[src/rtl/vram_fill_arbiter_if.sv]
`default_nettype none
// ============================================================================
//  Module   : vram_fill_arbiter_if
//  Purpose  : Bundles the fill request, CPU write port and VRAM write port
//             of the VRAM fill arbiter into one interface.
//  Revision : 1.0 - initial release
// ============================================================================
interface vram_fill_arbiter_if;
   // fill request
   logic        iStart;
   logic [5:0]  iRow0;
   logic [6:0]  iCol0;
   logic [5:0]  iHeight;
   logic [6:0]  iWidth;
   logic [2:0]  iColor;
   // CPU write port
   logic        iCpuWe;
   logic [12:0] iCpuAddr;
   logic [2:0]  iCpuData;
   // VRAM write port and status
   logic        oVramWe;
   logic [12:0] oVramAddr;
   logic [2:0]  oVramData;
   logic        oBusy;
   logic        oDone;

   // requester side (drives the fill request and CPU writes)
   modport master (
      output iStart, iRow0, iCol0, iHeight, iWidth, iColor,
      output iCpuWe, iCpuAddr, iCpuData,
      input  oVramWe, oVramAddr, oVramData, oBusy, oDone
   );

   // arbiter side
   modport slave (
      input  iStart, iRow0, iCol0, iHeight, iWidth, iColor,
      input  iCpuWe, iCpuAddr, iCpuData,
      output oVramWe, oVramAddr, oVramData, oBusy, oDone
   );
endinterface
`default_nettype wire

[src/rtl/vram_fill_arbiter.sv]
`default_nettype none
// ============================================================================
//  Module   : vram_fill_arbiter
//  Purpose  : Rectangle fill engine sharing a single VRAM write port with a
//             CPU. CPU writes always win and stall the fill; pixels outside
//             the visible COLS x ROWS area are skipped but still consume a
//             cycle.
//  Revision : 1.0 - initial release
// ============================================================================
module vram_fill_arbiter #(
   parameter int unsigned COLS = 80,   // visible columns (must be < 256)
   parameter int unsigned ROWS = 60    // visible rows (must be < 128)
) (
   input  wire logic          Clock,
   input  wire logic          Reset,
   vram_fill_arbiter_if.slave bus
);

   localparam logic [7:0] C_COLS = 8'(COLS);
   localparam logic [6:0] C_ROWS = 7'(ROWS);

   typedef enum logic [1:0] {
      IDLE = 2'd0,
      FILL = 2'd1,
      DONE = 2'd2
   } state_t;

   state_t      state_q, state_d;
   // counters are one bit wider than the address fields so that a rectangle
   // running off the right/bottom edge never wraps back into visible VRAM
   logic [6:0]  row_q, row_d;
   logic [7:0]  col_q, col_d;
   logic [5:0]  row0_q, row0_d;
   logic [6:0]  col0_q, col0_d;
   logic [5:0]  height_q, height_d;
   logic [6:0]  width_q, width_d;
   logic [2:0]  color_q, color_d;

   logic [7:0]  end_col;
   logic [6:0]  end_row;
   logic        pix_in_range;

   // last column/row of the latched rectangle (only used while W,H > 0)
   assign end_col      = {1'b0, col0_q} + {1'b0, width_q} - 8'd1;
   assign end_row      = {1'b0, row0_q} + {1'b0, height_q} - 7'd1;
   assign pix_in_range = (row_q < C_ROWS) && (col_q < C_COLS);

   // state, counter and parameter registers
   always_ff @(posedge Clock) begin
      if (Reset) begin
         state_q  <= IDLE;
         row_q    <= '0;
         col_q    <= '0;
         row0_q   <= '0;
         col0_q   <= '0;
         height_q <= '0;
         width_q  <= '0;
         color_q  <= '0;
      end else begin
         state_q  <= state_d;
         row_q    <= row_d;
         col_q    <= col_d;
         row0_q   <= row0_d;
         col0_q   <= col0_d;
         height_q <= height_d;
         width_q  <= width_d;
         color_q  <= color_d;
      end
   end

   // next-state: latch request in IDLE, raster-scan the rectangle in FILL
   always_comb begin
      state_d  = state_q;
      row_d    = row_q;
      col_d    = col_q;
      row0_d   = row0_q;
      col0_d   = col0_q;
      height_d = height_q;
      width_d  = width_q;
      color_d  = color_q;
      case (state_q)
         IDLE: begin
            if (bus.iStart) begin
               row0_d   = bus.iRow0;
               col0_d   = bus.iCol0;
               height_d = bus.iHeight;
               width_d  = bus.iWidth;
               color_d  = bus.iColor;
               row_d    = {1'b0, bus.iRow0};
               col_d    = {1'b0, bus.iCol0};
               state_d  = ((bus.iHeight != 6'd0) && (bus.iWidth != 7'd0)) ? FILL : DONE;
            end
         end
         FILL: begin
            // a CPU write owns the port this cycle, so the scan position holds
            if (!bus.iCpuWe) begin
               if (col_q == end_col) begin
                  col_d = {1'b0, col0_q};
                  if (row_q == end_row) begin
                     state_d = DONE;
                  end else begin
                     row_d = row_q + 7'd1;
                  end
               end else begin
                  col_d = col_q + 8'd1;
               end
            end
         end
         DONE:    state_d = IDLE;
         default: state_d = IDLE;
      endcase
   end

   // VRAM port mux: reset blocks everything, CPU beats fill, idle drives zero
   always_comb begin
      bus.oVramWe   = 1'b0;
      bus.oVramAddr = '0;
      bus.oVramData = '0;
      if (!Reset) begin
         if (bus.iCpuWe) begin
            bus.oVramWe   = 1'b1;
            bus.oVramAddr = bus.iCpuAddr;
            bus.oVramData = bus.iCpuData;
         end else if ((state_q == FILL) && pix_in_range) begin
            bus.oVramWe   = 1'b1;
            bus.oVramAddr = {row_q[5:0], col_q[6:0]};
            bus.oVramData = color_q;
         end
      end
   end

   assign bus.oBusy = (state_q != IDLE);
   assign bus.oDone = (state_q == DONE);

endmodule
`default_nettype wire

[src/flat_wrapper.sv]
// flat-port wrapper written by rule: the top's interface ports become plain ports
module vram_fill_arbiter_flat 
#(
   parameter int unsigned COLS = 80,                                     
   parameter int unsigned ROWS = 60                                   
)
  (Clock, Reset, bus_iStart, bus_iRow0, bus_iCol0, bus_iHeight, bus_iWidth, bus_iColor, bus_iCpuWe, bus_iCpuAddr, bus_iCpuData, bus_oVramWe, bus_oVramAddr, bus_oVramData, bus_oBusy, bus_oDone);
  vram_fill_arbiter_if bus_i ();
  input  wire logic Clock;
  input  wire logic Reset;
  input wire logic [$bits(bus_i.iStart)-1:0] bus_iStart;
  input wire logic [$bits(bus_i.iRow0)-1:0] bus_iRow0;
  input wire logic [$bits(bus_i.iCol0)-1:0] bus_iCol0;
  input wire logic [$bits(bus_i.iHeight)-1:0] bus_iHeight;
  input wire logic [$bits(bus_i.iWidth)-1:0] bus_iWidth;
  input wire logic [$bits(bus_i.iColor)-1:0] bus_iColor;
  input wire logic [$bits(bus_i.iCpuWe)-1:0] bus_iCpuWe;
  input wire logic [$bits(bus_i.iCpuAddr)-1:0] bus_iCpuAddr;
  input wire logic [$bits(bus_i.iCpuData)-1:0] bus_iCpuData;
  output wire logic [$bits(bus_i.oVramWe)-1:0] bus_oVramWe;
  output wire logic [$bits(bus_i.oVramAddr)-1:0] bus_oVramAddr;
  output wire logic [$bits(bus_i.oVramData)-1:0] bus_oVramData;
  output wire logic [$bits(bus_i.oBusy)-1:0] bus_oBusy;
  output wire logic [$bits(bus_i.oDone)-1:0] bus_oDone;
  assign bus_i.iStart = bus_iStart;
  assign bus_i.iRow0 = bus_iRow0;
  assign bus_i.iCol0 = bus_iCol0;
  assign bus_i.iHeight = bus_iHeight;
  assign bus_i.iWidth = bus_iWidth;
  assign bus_i.iColor = bus_iColor;
  assign bus_i.iCpuWe = bus_iCpuWe;
  assign bus_i.iCpuAddr = bus_iCpuAddr;
  assign bus_i.iCpuData = bus_iCpuData;
  assign bus_oVramWe = bus_i.oVramWe;
  assign bus_oVramAddr = bus_i.oVramAddr;
  assign bus_oVramData = bus_i.oVramData;
  assign bus_oBusy = bus_i.oBusy;
  assign bus_oDone = bus_i.oDone;
  vram_fill_arbiter #(.COLS(COLS), .ROWS(ROWS)) u_core (.Clock(Clock), .Reset(Reset), .bus(bus_i));
endmodule
[config.mk]
export PLATFORM = sky130hd
export DESIGN_NAME = vram_fill_arbiter_flat
export DESIGN_NICKNAME = d
export VERILOG_FILES = /design/src/rtl/vram_fill_arbiter_if.sv /design/src/rtl/vram_fill_arbiter.sv /design/src/flat_wrapper.sv
export SDC_FILE = /design/constraint.sdc
export NUM_CORES = 1
export LEC_CHECK = 0
export BUFFER_PORTS_ARGS = -buffer_cell sky130_fd_sc_hd__buf_2
export CORE_MARGIN = 2
export CORE_UTILIZATION = 50
export DETAILED_ROUTE_END_ITERATION = 10
export PLACE_DENSITY = 0.74
export SLEW_MARGIN = 10
export SYNTH_ARGS = -nofsm -noshare
export SYNTH_HDL_FRONTEND = slang
export SYNTH_SLANG_ARGS = --single-unit
[constraint.sdc]
create_clock -name Clock -period 3.5 [get_ports Clock]
set_input_delay 0.7 -clock Clock [delete_from_list [all_inputs] [get_ports Clock]]
set_output_delay 0.7 -clock Clock [all_outputs]
set_load 0.05 [all_outputs]
==> metrics.yaml, run 1 <==
run_status:
  run_status: "complete, no violations"
floorplan:
  starting_density_of_the_core_pct: 51.59
  io_pins: 68
  floorplan.die.width_um: 84.71
  placeableCoreArea_sq_um: 6314
  die_height_um: 84.71
  placementRows: 29
  design.die.area_sq_um: 7175
logic_synthesis:
  synth_top_area_cell: "dfxtp_1"
  post_synth_mux_area_share_pct: 6.454
  post_synthesis_simple_gate_area_fraction_pct: 19.05
  synthArstFlopShare_pct: 0
  syn_inst: 431
  syn-cell-area_sq_um: 3257
  yosysSeqAreaShare_pct: 28.28
  synth.yosys.warnings: 0
  synth_seq_cells: 46
  synth-adder-area-share_pct: 11.22
  ys_dominant_reg_cell: "dfxtp_1"
  synth_top_family_by_area: "simple AND/OR/NAND/NOR gates"
  synthXorXnorAreaFrac_pct: 8.490
  synth_area_leaders: "dfxtp_1 (28%), ha_1 (10%), nand2_1 (8.0%)"
  synth_compound_area_share_pct: 17.67
  mappedNetlistNets: 508
  synth_area_per_cell_sq_um: 7.557
  synth_top_area_share_pct: 28.28
  synth-edff-count: 0
  synthDistinctLibCells: 44
critical_path:
  r2r_cells: 12
  timing.critical_path.slowest_cell_delay_ps: 420
  cp_data_required_time_ps: 3700
  worst_r2r_startpoint: "u_core.col0_q[1]"
  timing.critical_path.fanout_max: 11
  critPathCaptureType: "flop"
  timing.critical_path.arrival_ps: 3420
  worst-path-buf-inv: 2
  start_kind: "flop"
  crit_path_top_delay_cell: "a21oi_2"
  reg2reg_setup_slack_ps: 280
  crit_chain: "inv_1 > ha_1 > inv_1 > ha_1 > fa_1 > a211o_1 > a31o_2 > a21oi_2 > xnor2_1 > a21oi_2 > nor2_1 > a32o_1"
  worstSetupPathType: "reg -> reg"
  cell_family_with_most_cp_delay: "compound AO/OA/AOI/OAI gates"
  crit-reg2reg-capture: "u_core.row_q[6]"
global_routing:
  first_global_vias: 2740
  number_of_antenna_violations_at_the_first_check_in_global_routing: 0
  grt_first_pass_wirelength_um: 13280
  globalRouteOverflowTotal: 0
  grt_max_degree: 43
  all_layer_gr_usage_pct: 22.77
cts:
  clk_path_buf_depth: 2
  clock_transition_at_the_register_clock_pins_on_the_worst_setup_and_hold_paths_after_cts_ps: 90
  post_cts.repair.setup_buffers: 0
  clock-sinks: 46
  cts_root_buf: "clkbuf_8"
  clk_latency_ps: 310
  cts_made_buffers: 5
  post_cts_resized: 0
  cts-htree-levels: 2
  holdBufCountCts: 0
  tritoncts: "yes"
finish:
  layout_commonest_cell: "nand2_1"
  diodes: 0
  post_route_cells_drive_above_1_share_pct: 18.00
  area.sequential_sq_um: 920.9
  areaGrowthSynthToFinish_pct: 15.06
  fin_nets: 565
  multi_input_area_sq_um: 2048
  commonest_cells_after_routing_fill_and_taps_aside: "nand2_1 (69), buf_2 (67), inv_1 (51)"
  fill_cells: 589
placement:
  half_perimeter_wire_length_after_placement_um: 6107
  port_buffers: 67
  gp_routability_congestion: 0.8486
routing:
  route.antenna.remaining_nets: 0
  dr.pass1.iters: 5
  route.final.wire_length_um: 8102
  dr_total_vias: 3096
  vias_per_cell: 5.470
  detail_route.drc_violations: 0
  detail_route.iter0.violations: 182
  wl_per_cell_um: 14.31
timing:
  final.period_utilization_pct: 91.99
  fin_tns_setup_ps: 0
  max_slew.worst_pin.slew_ps: 1036
  slew-limit-headroom_pct: 30.44
  whs_ps: 458.2
  timing.final.max_slew_violations: 0
  setup-violations-final: 0
  final.min_clock_period_ps: 3220
  max_freq_mhz: 310.6
  clock-skew-final_ps: 9.045
  finalHoldViolCount: 0
  setup_repair_after_global_routing_missed_its_margin: "no"
pwr:
  irDropWorstVdd_v: 0.0002621
  power.density_nw_per_um2: 476.0
  total_leakage_power_uw: 0.001711
worst_hold_path:
  worst_hold_path_type: "reg -> reg"
  min-delay-start: "u_core.width_q[0]"
  hold_crit_endpoint: "u_core.width_q[0]"
  hold-path-cell-count: 2
flow_run:
  cap_viol_max_count: 0
logic make-up (layout without fill, tap and decap cells):
family / count (synthesis) / count (layout)
simple gates: 138 / 138
compound gates: 94 / 94
buf+inv: 74 / 132
flops: 46 / 46
xor+xnor: 30 / 30
fa+ha+maj: 28 / 28
mux: 21 / 21
cell type report:
class	count	share of cell area (%)
clock inverter	2	1.002
tap	77	2.571
inverter	51	5.109
multi-input combinational	311	54.66
sequential	46	24.57
clock buffer	6	1.937
timing repair buffer	73	10.15
Yosys cell counts (2+ instances only):
| library cell | count |
|---|---|
| a211o_1 | 3 |
| a211oi_1 | 2 |
| a21o_1 | 4 |
| a21oi_1 | 43 |
| a21oi_2 | 2 |
| a221oi_1 | 4 |
| a32o_1 | 2 |
| and2_1 | 2 |
| and3_1 | 2 |
| buf_1 | 2 |
| buf_2 | 2 |
| clkbuf_1 | 18 |
| dfxtp_1 | 46 |
| fa_1 | 2 |
| ha_1 | 26 |
| inv_1 | 51 |
| mux2i_1 | 21 |
| nand2_1 | 69 |
| nand3_1 | 13 |
| nand4_1 | 3 |
| nor2_1 | 28 |
| nor2b_1 | 2 |
| nor3_1 | 6 |
| nor4_1 | 3 |
| o211ai_1 | 8 |
| o21ai_0 | 16 |
| o21ai_1 | 2 |
| o41ai_1 | 4 |
| or4_1 | 3 |
| xnor2_1 | 18 |
| xor2_1 | 11 |
sequential cells by signal (all words and copies together) (netlist names):
signal           cells
u_core.col0_q        7
u_core.col_q         8
u_core.color_q       3
u_core.height_q      6
u_core.row0_q        6
u_core.row_q         7
u_core.state_q       2
u_core.width_q       7
worst max-delay path by stage:
| stage | from | slack, ps | end | cells after the start |
|---|---|---|---|---|
| floorplan | bus_iCpuWe | 440 | bus_oVramAddr[10] | 4 |
| global placement | u_core.col0_q[1] | 400 | u_core.row_q[6] | 12 |
| global route | u_core.col0_q[1] | 70 | u_core.row_q[6] | 12 |
| detailed placement | u_core.col0_q[1] | 330 | u_core.row_q[6] | 12 |
| CTS | u_core.col0_q[1] | 310 | u_core.row_q[6] | 12 |
| finish | u_core.col0_q[1] | 280 | u_core.row_q[6] | 12 |
worst register-to-register path, stage by stage, from the launching register on:
cell and delay [ps]:
dfxtp_1 360, inv_1 50, ha_1 260, inv_1 40
ha_1 220, fa_1 410, a211o_1 350, a31o_2 250
a21oi_2 190, xnor2_1 140, a21oi_2 420, nor2_1 190
a32o_1 260
metrics by stage:
step | worst slack [ps] | power, uW | cells | util [%] | area [sq um]
floorplan | 442.2 | 1215 | 431 | - | 3257
global placement | 401.5 | 1361 | 558 | 57.61 | 3637
detailed placement | 331.7 | 1382 | 558 | 57.61 | 3637
CTS | 305.8 | 1783 | 566 | 59.35 | 3747
global route | 70.68 | 1897 | 566 | 59.35 | 3747
finish | 280.2 | 1784 | 566 | 59.35 | 3747
metal layers:
metal / GRT usage (%) / wire [um]
met1: 34.75 / 3935
met2: 33.43 / 3394
met3: 2.950 / 640
met4: 6.638 / 131
met5: 0 / 0
power breakdown:
part / switching, uW / internal, uW
clock network: 189 / 213
logic: 437 / 303
registers: 65.5 / 576
Power figures use the tool's default switching activity.
==> inputs of run 2 (changes only) <==
--- a/config.mk
+++ b/config.mk
@@ -6,6 +6,7 @@
 export NUM_CORES = 1
 export LEC_CHECK = 0
 export BUFFER_PORTS_ARGS = -buffer_cell sky130_fd_sc_hd__buf_2
+export CORE_ASPECT_RATIO = 2
 export CORE_MARGIN = 2
 export CORE_UTILIZATION = 50
 export DETAILED_ROUTE_END_ITERATION = 10
==> metrics.yaml, run 2 (synthesized netlist as in run 1, its figures left out) <==
cts:
  cts-htree-levels: 2  # unchanged
  cts_made_buffers: 5  # unchanged
  clk_latency_ps: 290  # -20 ps
  clock_transition_at_the_register_clock_pins_on_the_worst_setup_and_hold_paths_after_cts_ps: 60  # -30 ps
  cts_root_buf: "clkbuf_16"
  holdBufCountCts: 0  # unchanged
  clock-sinks: 46  # unchanged
  clk_path_buf_depth: 2  # unchanged
  tritoncts: "yes"
global_routing:
  grt_max_degree: 43  # unchanged
  globalRouteOverflowTotal: 0  # unchanged
  first_global_vias: 3095  # +13%
  number_of_antenna_violations_at_the_first_check_in_global_routing: 0  # unchanged
  all_layer_gr_usage_pct: 26.22  # +3.4 points
  grt_first_pass_wirelength_um: 14150  # +6.6%
finish:
  fill_cells: 621  # +5.4%
  number_of_flip_flops_in_the_largest_register: 8  # unchanged
  areaGrowthSynthToFinish_pct: 16.48
  commonest_cells_after_routing_fill_and_taps_aside: "nand2_1 (69), buf_2 (67), inv_1 (51)"
  post_route_cells_drive_above_1_share_pct: 18.07  # +0.074 points
  layout_commonest_cell: "nand2_1"
  diodes: 0  # unchanged
  top_register: "u_core.col_q"
  stdcell_count: 573  # +1.2%
  fin_nets: 565  # unchanged
critical_path:
  worst-path-buf-inv: 2  # unchanged
  r2r_cells: 12  # unchanged
  worstSetupPathType: "reg -> reg"
  timing.critical_path.fanout_max: 11  # unchanged
  cell_family_with_most_cp_delay: "compound AO/OA/AOI/OAI gates"
  cp_data_required_time_ps: 3680  # -20 ps
  timing.critical_path.slowest_cell_delay_ps: 420  # about the same
  worst_r2r_startpoint: "u_core.col0_q[1]"
  critPathCaptureType: "flop"
  start_kind: "flop"
  reg2reg_setup_slack_ps: 310  # +30 ps
  crit_path_top_delay_cell: "a21oi_2"
  crit_chain: "inv_1 > ha_1 > inv_1 > ha_1 > fa_1 > a211o_1 > a31o_2 > a21oi_2 > xnor2_1 > a21oi_2 > nor2_1 > a32o_1"
  crit-reg2reg-capture: "u_core.row_q[6]"
  timing.critical_path.arrival_ps: 3370  # -50 ps
placement:
  gp_routability_congestion: 0.8440  # -0.54%
  port_buffers: 67  # unchanged
  post-place-ws_ps: 336.5  # +4.782 ps
  placed_cells_incl_taps: 567  # +1.6%
  half_perimeter_wire_length_after_placement_um: 7062  # +16%
run_status:
  run_status: "complete, no violations"
floorplan:
  io_pins: 68  # unchanged
  placementRows: 41  # +41%
  design.die.area_sq_um: 7215  # +0.56%
  floorplan.die.width_um: 61.07  # -28%
  die_height_um: 118.1  # +39%
  placeableCoreArea_sq_um: 6310  # about the same
  starting_density_of_the_core_pct: 51.62  # about the same
timing:
  clock-skew-final_ps: 5.965  # -3.080 ps
  max_slew.worst_pin.slew_ps: 1023  # -13.34 ps
  max_freq_mhz: 313.6  # +0.98%
  setup_repair_after_global_routing_missed_its_margin: "no"
  setup-violations-final: 0  # unchanged
  timing.final.ws_setup_ps: 311.5  # +31.27 ps
  finalHoldViolCount: 0  # unchanged
  final.min_clock_period_ps: 3189  # -31.27 ps
  fin_tns_setup_ps: 0  # unchanged
  timing.final.max_slew_violations: 0  # unchanged
  final.period_utilization_pct: 91.10  # -0.89 points
  slew-limit-headroom_pct: 31.65  # +1.2 points
pwr:
  overall_power_uw: 1862  # +4.4%
  irDropWorstVdd_v: 0.0003303  # +26%
  total_leakage_power_uw: 0.001727  # +0.98%
  power.density_nw_per_um2: 490.8  # +3.1%
flow_run:
  cap_viol_max_count: 0  # unchanged
routing:
  dr.pass1.iters: 4  # -1
  detail_route.drc_violations: 0  # unchanged
  detail_route.wirelength.met1_um: 2979  # -24%
  dr_total_vias: 3167  # +2.3%
  met2RoutedLength_um: 5225  # +54%
  vias_per_cell: 5.527  # +1.0%
  route.antenna.remaining_nets: 0  # unchanged
  routed.top_layer: "met4"
  detail_route.iter0.violations: 153  # -16%
  wl_per_cell_um: 15.72  # +9.8%
  routed-wl-met3_um: 261  # -59%
  route.final.wire_length_um: 9010  # +11%
worst_hold_path:
  hold-path-cell-count: 2  # unchanged
  hold_crit_endpoint: "u_core.width_q[4]"
  worst_hold_path_type: "reg -> reg"
  min-delay-start: "u_core.width_q[4]"
run 2: cell types whose count changed in the layout (fill, tap and decap cells not counted), sizes merged:
cell and delta:
bufinv -1, clkinvlp -1
run 2: power by group:
part | leakage, uW | switching, uW | internal (uW)
logic | 0.00128 | 452 | 304
clock network | 0.0000688 | 183 | 276
registers | 0.000378 | 69.5 | 577
run 2: through the flow:
step	hold WS, ps	utilization (%)	area, sq um
5_1_grt	471.5	60.12	3794
3_3_place_gp	442.0	57.82	3649
4_1_cts	455.8	60.02	3787
3_5_place_dp	447.7	57.82	3649
2_1_floorplan	435.7	-	3257
6_report	456.0	60.12	3794
run 2: worst max path at each step:
stage / start / endpoint / slack [ps] / depth (start not counted)
after global placement: u_core.col0_q[1] / u_core.row_q[6] / 400 / 12
after CTS: u_core.col0_q[1] / u_core.row_q[6] / 320 / 12
after global routing: u_core.col0_q[1] / u_core.row_q[6] / 110 / 12
after floorplan: bus_iCpuWe / bus_oVramAddr[10] / 440 / 4
after detailed placement: u_core.col0_q[1] / u_core.row_q[6] / 340 / 12
final: u_core.col0_q[1] / u_core.row_q[6] / 310 / 12
run 2: worst reg2reg max path: stages (launching register included):
cell,delay [ps]
dfxtp_1,340
inv_1,50
ha_1,260
inv_1,40
ha_1,220
fa_1,410
a211o_1,350
a31o_2,250
a21oi_2,180
xnor2_1,140
a21oi_2,420
nor2_1,190
a32o_1,250
run 2: timing repair:
item,CTS,global route
setup buffers,0,0
endpoints found under the setup margin,0,1
gates resized for setup,0,1
run 2: layout make-up:
cell class	instances	area, sq um	area share, %
inverter	51	191.4	5.046
timing repair buffer	73	380.4	10.03
sequential	46	920.9	24.27
tap	86	107.6	2.836
clock buffer	6	138.9	3.661
multi-input combinational	311	2054	54.16
run 2: metal layers:
layer	global-route usage (%)	up-vias
met3	3.173	33
met4	17.80	0
met5	0	-
met1	23.19	1488
met2	49.34	77
li1	-	1569
==> inputs of run 3 (changes only) <==
--- a/config.mk
+++ b/config.mk
@@ -10,7 +10,7 @@
 export CORE_MARGIN = 2
 export CORE_UTILIZATION = 50
 export DETAILED_ROUTE_END_ITERATION = 10
-export PLACE_DENSITY = 0.74
+export PLACE_DENSITY_LB_ADDON = 0.08
 export SLEW_MARGIN = 10
 export SYNTH_ARGS = -nofsm -noshare
 export SYNTH_HDL_FRONTEND = slang
==> metrics.yaml, run 3 (synthesized netlist as in run 1, its figures left out) <==
run_status:
  run_status: "complete, no violations"
pwr:
  clkPwrFrac_pct: 31.2  # +6.5 points
  internal_power_uw: 1314  # +14%
  net-switching-power_uw: 718.4  # +1.9%
  p_comb_share_pct: 37.2  # -3.4 points
  irDropWorstVdd_v: 0.0004158  # +26%
  power.density_nw_per_um2: 527.2  # +7.4%
  sequentialPowerShare_pct: 31.6  # -3.1 points
  p_sw_share_pct: 35.35  # -2.5 points
  total_leakage_power_uw: 0.001761  # +1.9%
floorplan:
  die_height_um: 118.1  # unchanged
  placementRows: 41  # unchanged
  design.die.area_sq_um: 7215  # unchanged
  io_pins: 68  # unchanged
  floorplan.die.width_um: 61.07  # unchanged
  placeableCoreArea_sq_um: 6310  # unchanged
  starting_density_of_the_core_pct: 51.62  # unchanged
finish:
  post_route_cells_drive_above_1_share_pct: 18.37  # +0.30 points
  commonest_cells_after_routing_fill_and_taps_aside: "nand2_1 (69), buf_2 (67), inv_1 (51)"
  stdcell_count: 576  # +0.52%
  fin_nets: 566  # +0.18%
  layout_commonest_cell: "nand2_1"
  number_of_flip_flops_in_the_largest_register: 8  # unchanged
  diodes: 0  # unchanged
  areaGrowthSynthToFinish_pct: 18.36
  top_register: "u_core.col_q"
critical_path:
  crit_chain: "inv_1 > ha_1 > inv_1 > ha_1 > fa_1 > a211o_1 > a31o_2 > a21oi_2 > xnor2_1 > a21oi_2 > nor2_1 > a32o_1"
  reg2reg_setup_slack_ps: 280  # -30 ps
  path_depth: 12  # unchanged
  timing.critical_path.from: "u_core.col0_q[1]"
  timing.critical_path.fanout_max: 11  # unchanged
  crit-reg2reg-capture: "u_core.row_q[6]"
  worst-path-buf-inv: 2  # unchanged
  critPathCaptureType: "flop"
  cell_family_with_most_cp_delay: "compound AO/OA/AOI/OAI gates"
  start_kind: "flop"
  timing.critical_path.arrival_ps: 3410  # +40 ps
  cp_data_required_time_ps: 3680  # about the same
  crit_path_top_delay_cell: "a21oi_2"
  worst_setup_path_endpoint: "u_core.row_q[6]"
  r2r_cells: 12  # unchanged
  worstSetupPathType: "reg -> reg"
  worst_r2r_startpoint: "u_core.col0_q[1]"
  timing.critical_path.slowest_cell_delay_ps: 430  # about the same
global_routing:
  grt_max_degree: 43  # unchanged
  first_global_vias: 3206  # +3.6%
  number_of_antenna_violations_at_the_first_check_in_global_routing: 0  # unchanged
  grt_first_pass_wirelength_um: 14410  # +1.8%
  all_layer_gr_usage_pct: 26.58  # +0.37 points
  globalRouteOverflowTotal: 0  # unchanged
cts:
  clk_latency_ps: 290  # about the same
  cts_root_buf: "clkbuf_16"
  cts_made_buffers: 5  # unchanged
  holdBufCountCts: 0  # unchanged
  clock_transition_at_the_register_clock_pins_on_the_worst_setup_and_hold_paths_after_cts_ps: 60  # about the same
  clock-sinks: 46  # unchanged
  post_cts.repair.setup_buffers: 0  # unchanged
  tritoncts: "yes"
  cts-htree-levels: 2  # unchanged
  post_cts_resized: 0  # unchanged
  clk_path_buf_depth: 2  # unchanged
routing:
  route.final.wire_length_um: 8964  # -0.51%
  dr_total_vias: 3171  # +0.13%
  detail_route.iter0.violations: 119  # -22%
  dr.pass1.iters: 4  # unchanged
  vias_per_cell: 5.505  # -0.40%
  detail_route.drc_violations: 0  # unchanged
  route.antenna.remaining_nets: 0  # unchanged
  wl_per_cell_um: 15.56  # -1.0%
timing:
  fin_tns_setup_ps: 0  # unchanged
  final.min_clock_period_ps: 3221  # +32.21 ps
  clock-skew-final_ps: 2.238  # -3.727 ps
  slew-limit-headroom_pct: 51.94  # +20 points
  final.period_utilization_pct: 92.02  # +0.92 points
  finalHoldViolCount: 0  # unchanged
  max_slew.worst_pin.slew_ps: 718.3  # -304.8 ps
  whs_ps: 456.0  # +0.05900 ps
  timing.final.max_slew_violations: 0  # unchanged
  setup-violations-final: 0  # unchanged
  max_freq_mhz: 310.5  # -1.0%
  setup_repair_after_global_routing_missed_its_margin: "no"
placement:
  half_perimeter_wire_length_after_placement_um: 7010  # -0.73%
  placed_cells_incl_taps: 568  # +0.18%
  gp_routability_congestion: 0.9391  # +11%
  port_buffers: 67  # unchanged
worst_hold_path:
  worst_hold_path_type: "reg -> reg"
flow_run:
  cap_viol_max_count: 0  # unchanged
-- run 3: cell count changes in the layout (fill, tap and decap cells not counted), sizes merged --
cell / before / now
bufinv: 0 / 2
buf: 73 / 74
-- run 3: power by group through the flow --
stage	sequential (uW)	clock (uW)	combinational, uW
floorplan	622	0	592
global placement	654	0	734
detailed placement	654	0	753
CTS	642	641	758
global route	650	656	840
finish	643	633	756
-- run 3: worst min path at each step --
stage               cells past startpoint          startpoint  slack [ps]                  to
finish                                  2  u_core.height_q[0]         460  u_core.height_q[0]
detailed placement                      2   u_core.width_q[0]         450   u_core.width_q[0]
global placement                        2    u_core.row0_q[3]         440    u_core.row0_q[3]
CTS                                     2   u_core.width_q[0]         460   u_core.width_q[0]
global route                            2    u_core.row0_q[3]         480    u_core.row0_q[3]
floorplan                               2   u_core.color_q[0]         440   u_core.color_q[0]
-- run 3: metal layers --
layer	wire length [um]	track usage [%]
met5	0	0
met4	521	16.30
met3	318	3.501
met2	5121	49.40
met1	3004	24.88
-- run 3: metrics by stage --
stage / instance area, sq um / utilization, % / total power (uW) / worst slack, ps
detailed placement: 3656 / 57.94 / 1408 / 306.3
global route: 3855 / 61.09 / 2145 / 133.1
floorplan: 3257 / - / 1215 / 442.2
CTS: 3855 / 61.09 / 2041 / 291.5
finish: 3855 / 61.09 / 2032 / 279.3
global placement: 3656 / 57.94 / 1388 / 362.8
-- run 3: area by class of cell --
class	instances	area (sq um)
tap	86	107.6
fill	635	2455
clock inverter	2	60.06
timing repair buffer	74	387.9
clock buffer	6	138.9
inverter	51	191.4
sequential	46	920.9
multi-input combinational	311	2048
-- run 3: tightest hold or removal path, stage by stage (launching register included) --
cell	delay, ps
dfxtp_1	310
nand2_1	50
a21oi_1	50
